## config.mk

```make
export PLATFORM = sky130hd
export DESIGN_NAME = des_round_engine
export DESIGN_NICKNAME = d
export VERILOG_FILES = /design/src/rtl/des_pkg.sv /design/src/rtl/des_f_function.sv /design/src/rtl/des_round_engine.sv
export SDC_FILE = /design/constraint.sdc
export NUM_CORES = 1
export LEC_CHECK = 0
export CAP_MARGIN = 20
export CORE_AREA = 5 5 353 355
export CTS_CLUSTER_SIZE = 30
export DETAILED_ROUTE_END_ITERATION = 8
export DIE_AREA = 0 0 358 360
export SYNTH_ARGS = -nofsm -noshare
export SYNTH_HDL_FRONTEND = slang
export SYNTH_HIERARCHICAL = 1
export SYNTH_SLANG_ARGS = --single-unit
```

## constraint.sdc

```tcl
create_clock -name clk -period 4.83 [get_ports clk]
set_clock_uncertainty 0.15 [all_clocks]
set_input_delay 0.966 -clock clk [delete_from_list [all_inputs] [get_ports clk]]
set_output_delay 0.966 -clock clk [all_outputs]
set_load 0.01 [all_outputs]
```

## src/rtl/des_pkg.sv

```systemverilog
// Shared DES constants: permutation/expansion tables, S-boxes, round sizing and
// the round-engine state encoding, plus the fixed bit-shuffle helpers.
package des_pkg;

  localparam int NUM_ROUNDS = 16;
  localparam int SUBKEY_W   = 48;
  localparam int RND_W      = $clog2(NUM_ROUNDS);
  localparam logic [RND_W-1:0] LAST_RND = RND_W'(NUM_ROUNDS - 1);

  typedef enum logic [1:0] {IDLE, ROUND, DONE} state_t;

  // Table entries use DES numbering: entry n selects input bit n, bit 1 = MSB.
  localparam int IP_TBL [64] = '{
    58, 50, 42, 34, 26, 18, 10, 2,  60, 52, 44, 36, 28, 20, 12, 4,
    62, 54, 46, 38, 30, 22, 14, 6,  64, 56, 48, 40, 32, 24, 16, 8,
    57, 49, 41, 33, 25, 17,  9, 1,  59, 51, 43, 35, 27, 19, 11, 3,
    61, 53, 45, 37, 29, 21, 13, 5,  63, 55, 47, 39, 31, 23, 15, 7
  };

  localparam int FP_TBL [64] = '{
    40, 8, 48, 16, 56, 24, 64, 32,  39, 7, 47, 15, 55, 23, 63, 31,
    38, 6, 46, 14, 54, 22, 62, 30,  37, 5, 45, 13, 53, 21, 61, 29,
    36, 4, 44, 12, 52, 20, 60, 28,  35, 3, 43, 11, 51, 19, 59, 27,
    34, 2, 42, 10, 50, 18, 58, 26,  33, 1, 41,  9, 49, 17, 57, 25
  };

  localparam int E_TBL [48] = '{
    32,  1,  2,  3,  4,  5,   4,  5,  6,  7,  8,  9,
     8,  9, 10, 11, 12, 13,  12, 13, 14, 15, 16, 17,
    16, 17, 18, 19, 20, 21,  20, 21, 22, 23, 24, 25,
    24, 25, 26, 27, 28, 29,  28, 29, 30, 31, 32,  1
  };

  localparam int P_TBL [32] = '{
    16,  7, 20, 21, 29, 12, 28, 17,   1, 15, 23, 26,  5, 18, 31, 10,
     2,  8, 24, 14, 32, 27,  3,  9,  19, 13, 30,  6, 22, 11,  4, 25
  };

  // Each box is stored row-major: index = {outer bits, inner four bits}.
  localparam int SBOX [8][64] = '{
    '{14, 4, 13, 1, 2, 15, 11, 8, 3, 10, 6, 12, 5, 9, 0, 7,
      0, 15, 7, 4, 14, 2, 13, 1, 10, 6, 12, 11, 9, 5, 3, 8,
      4, 1, 14, 8, 13, 6, 2, 11, 15, 12, 9, 7, 3, 10, 5, 0,
      15, 12, 8, 2, 4, 9, 1, 7, 5, 11, 3, 14, 10, 0, 6, 13},
    '{15, 1, 8, 14, 6, 11, 3, 4, 9, 7, 2, 13, 12, 0, 5, 10,
      3, 13, 4, 7, 15, 2, 8, 14, 12, 0, 1, 10, 6, 9, 11, 5,
      0, 14, 7, 11, 10, 4, 13, 1, 5, 8, 12, 6, 9, 3, 2, 15,
      13, 8, 10, 1, 3, 15, 4, 2, 11, 6, 7, 12, 0, 5, 14, 9},
    '{10, 0, 9, 14, 6, 3, 15, 5, 1, 13, 12, 7, 11, 4, 2, 8,
      13, 7, 0, 9, 3, 4, 6, 10, 2, 8, 5, 14, 12, 11, 15, 1,
      13, 6, 4, 9, 8, 15, 3, 0, 11, 1, 2, 12, 5, 10, 14, 7,
      1, 10, 13, 0, 6, 9, 8, 7, 4, 15, 14, 3, 11, 5, 2, 12},
    '{7, 13, 14, 3, 0, 6, 9, 10, 1, 2, 8, 5, 11, 12, 4, 15,
      13, 8, 11, 5, 6, 15, 0, 3, 4, 7, 2, 12, 1, 10, 14, 9,
      10, 6, 9, 0, 12, 11, 7, 13, 15, 1, 3, 14, 5, 2, 8, 4,
      3, 15, 0, 6, 10, 1, 13, 8, 9, 4, 5, 11, 12, 7, 2, 14},
    '{2, 12, 4, 1, 7, 10, 11, 6, 8, 5, 3, 15, 13, 0, 14, 9,
      14, 11, 2, 12, 4, 7, 13, 1, 5, 0, 15, 10, 3, 9, 8, 6,
      4, 2, 1, 11, 10, 13, 7, 8, 15, 9, 12, 5, 6, 3, 0, 14,
      11, 8, 12, 7, 1, 14, 2, 13, 6, 15, 0, 9, 10, 4, 5, 3},
    '{12, 1, 10, 15, 9, 2, 6, 8, 0, 13, 3, 4, 14, 7, 5, 11,
      10, 15, 4, 2, 7, 12, 9, 5, 6, 1, 13, 14, 0, 11, 3, 8,
      9, 14, 15, 5, 2, 8, 12, 3, 7, 0, 4, 10, 1, 13, 11, 6,
      4, 3, 2, 12, 9, 5, 15, 10, 11, 14, 1, 7, 6, 0, 8, 13},
    '{4, 11, 2, 14, 15, 0, 8, 13, 3, 12, 9, 7, 5, 10, 6, 1,
      13, 0, 11, 7, 4, 9, 1, 10, 14, 3, 5, 12, 2, 15, 8, 6,
      1, 4, 11, 13, 12, 3, 7, 14, 10, 15, 6, 8, 0, 5, 9, 2,
      6, 11, 13, 8, 1, 4, 10, 7, 9, 5, 0, 15, 14, 2, 3, 12},
    '{13, 2, 8, 4, 6, 15, 11, 1, 10, 9, 3, 14, 5, 0, 12, 7,
      1, 15, 13, 8, 10, 3, 7, 4, 12, 5, 6, 11, 0, 14, 9, 2,
      7, 11, 4, 1, 9, 12, 14, 2, 0, 6, 10, 13, 15, 3, 5, 8,
      2, 1, 14, 7, 4, 10, 8, 13, 15, 12, 9, 0, 3, 5, 6, 11}
  };

  function automatic logic [63:0] ip_perm(input logic [63:0] d);
    logic [63:0] o;
    o = '0;
    for (int i = 0; i < 64; i++) o[6'(63 - i)] = d[6'(64 - IP_TBL[i])];
    return o;
  endfunction

  function automatic logic [63:0] fp_perm(input logic [63:0] d);
    logic [63:0] o;
    o = '0;
    for (int i = 0; i < 64; i++) o[6'(63 - i)] = d[6'(64 - FP_TBL[i])];
    return o;
  endfunction

  function automatic logic [47:0] e_expand(input logic [31:0] d);
    logic [47:0] o;
    o = '0;
    for (int i = 0; i < 48; i++) o[6'(47 - i)] = d[5'(32 - E_TBL[i])];
    return o;
  endfunction

  function automatic logic [31:0] p_perm(input logic [31:0] d);
    logic [31:0] o;
    o = '0;
    for (int i = 0; i < 32; i++) o[5'(31 - i)] = d[5'(32 - P_TBL[i])];
    return o;
  endfunction

endpackage

```

## src/rtl/des_f_function.sv

```systemverilog
// DES round function f(R, K): expand R to 48 bits, mix in the subkey, squeeze
// through the eight S-boxes and apply P. Purely combinational.
module des_f_function
  import des_pkg::*;
(
  input  logic [31:0]         r,
  input  logic [SUBKEY_W-1:0] k,
  output logic [31:0]         f
);

  logic [47:0] x;
  logic [31:0] s_out;

  assign x = e_expand(r) ^ k;

  generate
    for (genvar gi = 0; gi < 8; gi++) begin : g_sbox
      logic [5:0] chunk;
      assign chunk = x[47 - 6*gi -: 6];
      // Outer bits pick the row, inner four bits pick the column.
      assign s_out[31 - 4*gi -: 4] = 4'(SBOX[gi][{chunk[5], chunk[0], chunk[4:1]}]);
    end
  endgenerate

  assign f = p_perm(s_out);

endmodule

```

## src/rtl/des_round_engine.sv

```systemverilog
// Iterative DES engine: IP on accept, one Feistel round per clock, FP into a held
// output register. Define DES_DECRYPT_EN to add the decrypt port (reversed subkeys).
module des_round_engine
  import des_pkg::*;
(
  input  logic                           clk,
  input  logic                           rst,
  input  logic                           in_valid,
  output logic                           in_ready,
  input  logic [63:0]                    in_block,
  input  logic [NUM_ROUNDS*SUBKEY_W-1:0] subkeys_in,
`ifdef DES_DECRYPT_EN
  input  logic                           decrypt,
`endif
  output logic                           out_valid,
  input  logic                           out_ready,
  output logic [63:0]                    out_block
);

  state_t           state_reg, state_next;
  logic [RND_W-1:0] rnd_reg, rnd_next;
  logic [31:0]      l_reg, l_next;
  logic [31:0]      r_reg, r_next;
  logic [63:0]      out_block_reg, out_block_next;

  logic [SUBKEY_W-1:0] subkey_arr [NUM_ROUNDS];
  logic [RND_W-1:0]    key_idx;
  logic [31:0]         f_out;
  logic [63:0]         ip_out;

  generate
    for (genvar gi = 0; gi < NUM_ROUNDS; gi++) begin : g_subkey
      assign subkey_arr[gi] = subkeys_in[SUBKEY_W*gi +: SUBKEY_W];
    end
  endgenerate

`ifdef DES_DECRYPT_EN
  logic decrypt_reg, decrypt_next;

  // Decryption is the same network walked with the key schedule reversed.
  assign key_idx = decrypt_reg ? (LAST_RND - rnd_reg) : rnd_reg;

  always_ff @(posedge clk) begin
    if (rst) decrypt_reg <= 1'b0;
    else     decrypt_reg <= decrypt_next;
  end

  always_comb begin
    decrypt_next = decrypt_reg;
    if (state_reg == IDLE && in_valid) decrypt_next = decrypt;
  end
`else
  assign key_idx = rnd_reg;
`endif

  des_f_function u_f (
    .r (r_reg),
    .k (subkey_arr[key_idx]),
    .f (f_out)
  );

  assign ip_out = ip_perm(in_block);

  always_ff @(posedge clk) begin
    if (rst) begin
      state_reg     <= IDLE;
      rnd_reg       <= '0;
      l_reg         <= '0;
      r_reg         <= '0;
      out_block_reg <= '0;
    end else begin
      state_reg     <= state_next;
      rnd_reg       <= rnd_next;
      l_reg         <= l_next;
      r_reg         <= r_next;
      out_block_reg <= out_block_next;
    end
  end

  always_comb begin
    state_next     = state_reg;
    rnd_next       = rnd_reg;
    l_next         = l_reg;
    r_next         = r_reg;
    out_block_next = out_block_reg;
    unique case (state_reg)
      IDLE: begin
        if (in_valid) begin
          {l_next, r_next} = ip_out;
          rnd_next         = '0;
          state_next       = ROUND;
        end
      end
      ROUND: begin
        l_next   = r_reg;
        r_next   = l_reg ^ f_out;
        rnd_next = rnd_reg + 1'b1;
        if (rnd_reg == LAST_RND) begin
          state_next = DONE;
          // Final half-swap is undone here: FP sees {R16, L16}.
          out_block_next = fp_perm({l_reg ^ f_out, r_reg});
        end
      end
      DONE: begin
        if (out_ready) state_next = IDLE;
      end
      default: state_next = IDLE;
    endcase
  end

  assign in_ready  = (state_reg == IDLE);
  assign out_valid = (state_reg == DONE);
  assign out_block = out_block_reg;

endmodule

```

==> flow_summary.json <==
{
  "status": "finished, final reports clean",
  "crit-reg2reg-launch": "key_idx[0]",
  "grt_setup_unrepaired": "no",
  "ctsRootBufferMaster": "sky130_fd_sc_hd__clkbuf_16",
  "min_from": "out_block[19]",
  "port-buffer-count": 389,
  "max_cap_viols": 0,
  "clk_pin_slew_worst_paths_ns": 0.05,
  "sw_frac_of_total_pct": 31.9,
  "number_of_buffers_between_clock_root_and_the_deepest_sink": 2,
  "cellPowerDensity_nw_per_um2": 184,
  "initial_core_util_pct": 6.15,
  "critical_path.startpoint_type": "primary input",
  "drt-initial-drc-count": 386,
  "power.share.combinational_pct": 46.5,
  "fp.dieArea_um2": 129000,
  "final.min_clock_period_ns": 4.49,
  "insertion_delay_ns": 0.33,
  "track_usage_pct": 8.22,
  "route.detailed.drc": 0,
  "initial_antenna_violation_count": 70,
  "post-route-period-util_pct": 92.9,
  "clock_sinks": 70,
  "cts_inserted_buffers": 9,
  "power.internal_mw": 1.71,
  "post_cts_buffers": 0,
  "timing.critical_path.arrival_ns": 4.53,
  "die_h_um": 360,
  "total_number_of_vias": 8121,
  "timing.hold.worst.class": "reg2reg",
  "final_antenna_net_count": 0,
  "clockPowerShare_pct": 27.9,
  "worstPathRequired_ns": 4.87,
  "power.static_leakage_nw": 4.47,
  "total_length_of_routed_met2_wires_um": 22200,
  "seq_power_share_pct": 25.6,
  "grt_pass1_vias": 8007,
  "globalRouteOverflowTotal": 0,
  "max_freq_mhz": 223,
  "critical_path.cell_chain": "clkdlybuf4s50_1, mux2i_1, a221oi_1, a22oi_1, nand2_1, buf_4, xor2_4, buf_4, mux2i_1, nor2_1, a211o_1, a31o_1, xor2_1, a22oi_1, nor2_1",
  "grt_max_degree": 71,
  "post-route-cell-area_um2": 13600,
  "final_max_slew_viol_count": 0,
  "max_slew_margin_pct": 24.1,
  "final_nets": 2059,
  "topRoutingLayerUsed": "met5",
  "critical_path.slowest_cell": "sky130_fd_sc_hd__a221oi_1",
  "end_kind": "flip-flop",
  "wl_per_cell_um": 19.8,
  "dpl-instance-area_um2": 13300,
  "ys_warn_count": 6,
  "critical_path.max_stage_delay_ns": 0.82,
  "drt_first_pass_iters": 4,
  "placeableCoreArea_um2": 121000,
  "design.portCount": 902,
  "p_total_mw": 2.51,
  "drive_above_1_share_pct": 14.3,
  "criticalPathCategory": "in2reg",
  "grt_first_pass_wirelength_um": 70800,
  "fp-row-count": 128,
  "switching_power_uw": 799,
  "syn-cell-area_um2": 7450,
  "finalWeightedCongestion": 0.748,
  "cts.htree.levels": 3,
  "synthCells": 816,
  "ir_worst_vdd_uv": 192,
  "worst_setup_path_startpoint": "subkeys_in[736]",
  "wl_met3_um": 7310,
  "critical_path_peak_fanout": 8,
  "total_count_of_hold_check_failures_in_the_final_report": 0,
  "synth_area_per_inst_um2": 9.13,
  "route.detailed.vias_per_inst": 2.86,
  "drt-met1-wl_um": 26100,
  "finalSetupViolations": 0,
  "area_growth_pct": 82.8,
  "fp.dieW_um": 358,
  "worst_margin_pin_slew_ns": 1.14,
  "cts_tree": "yes",
  "finalWirelength_um": 56300,
  "detailedPlacementHpwl_um": 50400
}
-- final timing paths --
path / cells past startpoint / slack [ns] / endpoint
setup / recovery: 15 / 0.34 / r_reg[3]
hold / removal: 2 / 0.31 / out_block[19]
setup reg to reg: 14 / 0.50 / r_reg[13]
hold reg to reg: 2 / 0.31 / out_block[19]
-- critical path: cells and delay by family --
| family | cells | cell delay (ns) |
|---|---|---|
| buffers and inverters | 3 | 0.89 |
| multiplexers | 2 | 0.36 |
| XOR/XNOR | 2 | 0.33 |
| AND/OR/NAND/NOR | 3 | 0.31 |
| AO/OA/AOI/OAI | 5 | 1.64 |
-- timing repair --
| action | in CTS | in global routing |
|---|---|---|
| resized for setup | 0 | 1 |
| hold buffers | 0 | 0 |
| endpoints found under the setup margin | 0 | 1 |
-- final cells by class --
class	instances	area [um^2]
diodes	5	12.5
well taps	1625	2030
inverters	11	41.3
flip-flops and latches	70	1410
clock buffers	13	280
clock inverters	3	40.0
multi-input cells	644	5250
repair buffers	470	4550
fillers	14000	107000
-- layout by cell type (no fill, tap or decap), drive strengths merged, types with 2 or more instances in the layout --
cell type	instances
a31oi	3
nand3b	2
dfxtp	70
xor2	26
xnor2	27
a21oi	28
a22oi	55
clkdlybuf4s50	388
nor3	3
mux2	4
conb	65
and2	2
nand2b	2
nor2	84
a221oi	60
inv	11
clkinv	2
mux2i	100
buf	82
ha	17
mux4	49
nor2b	3
o21ai	32
clkbuf	13
diode	5
nand3	5
nand2	60
-- power groups by stage --
stage	registers [mW]	clock network, mW	logic (mW)
4_1_cts	0.642	0.712	1.18
3_5_place_dp	0.655	0	1.18
6_report	0.641	0.700	1.16
2_1_floorplan	0.637	0	0.646
5_1_grt	0.645	0.731	1.27
3_3_place_gp	0.654	0	1.16
-- stage by stage --
step,util (%),hold slack [ns],setup WS (ns),setup TNS (ns),instances
6_report,11.2,0.308,0.343,0,2841
5_1_grt,11.2,0.331,0.0626,0,2836
4_1_cts,11.2,0.311,0.314,0,2835
3_5_place_dp,11.0,0.301,-0.0400,-0.0722,2819
3_3_place_gp,11.0,0.294,-0.00918,-0.00946,2819
2_1_floorplan,-,0.294,0.971,0,879
-- per-layer routing --
metal  vias up  track usage [%]
li1       3675                -
met5         -                0
met4        32            0.632
met1      3809             11.2
met2       517             12.1
met3        88             4.04
(Power assumes the default switching activity.)
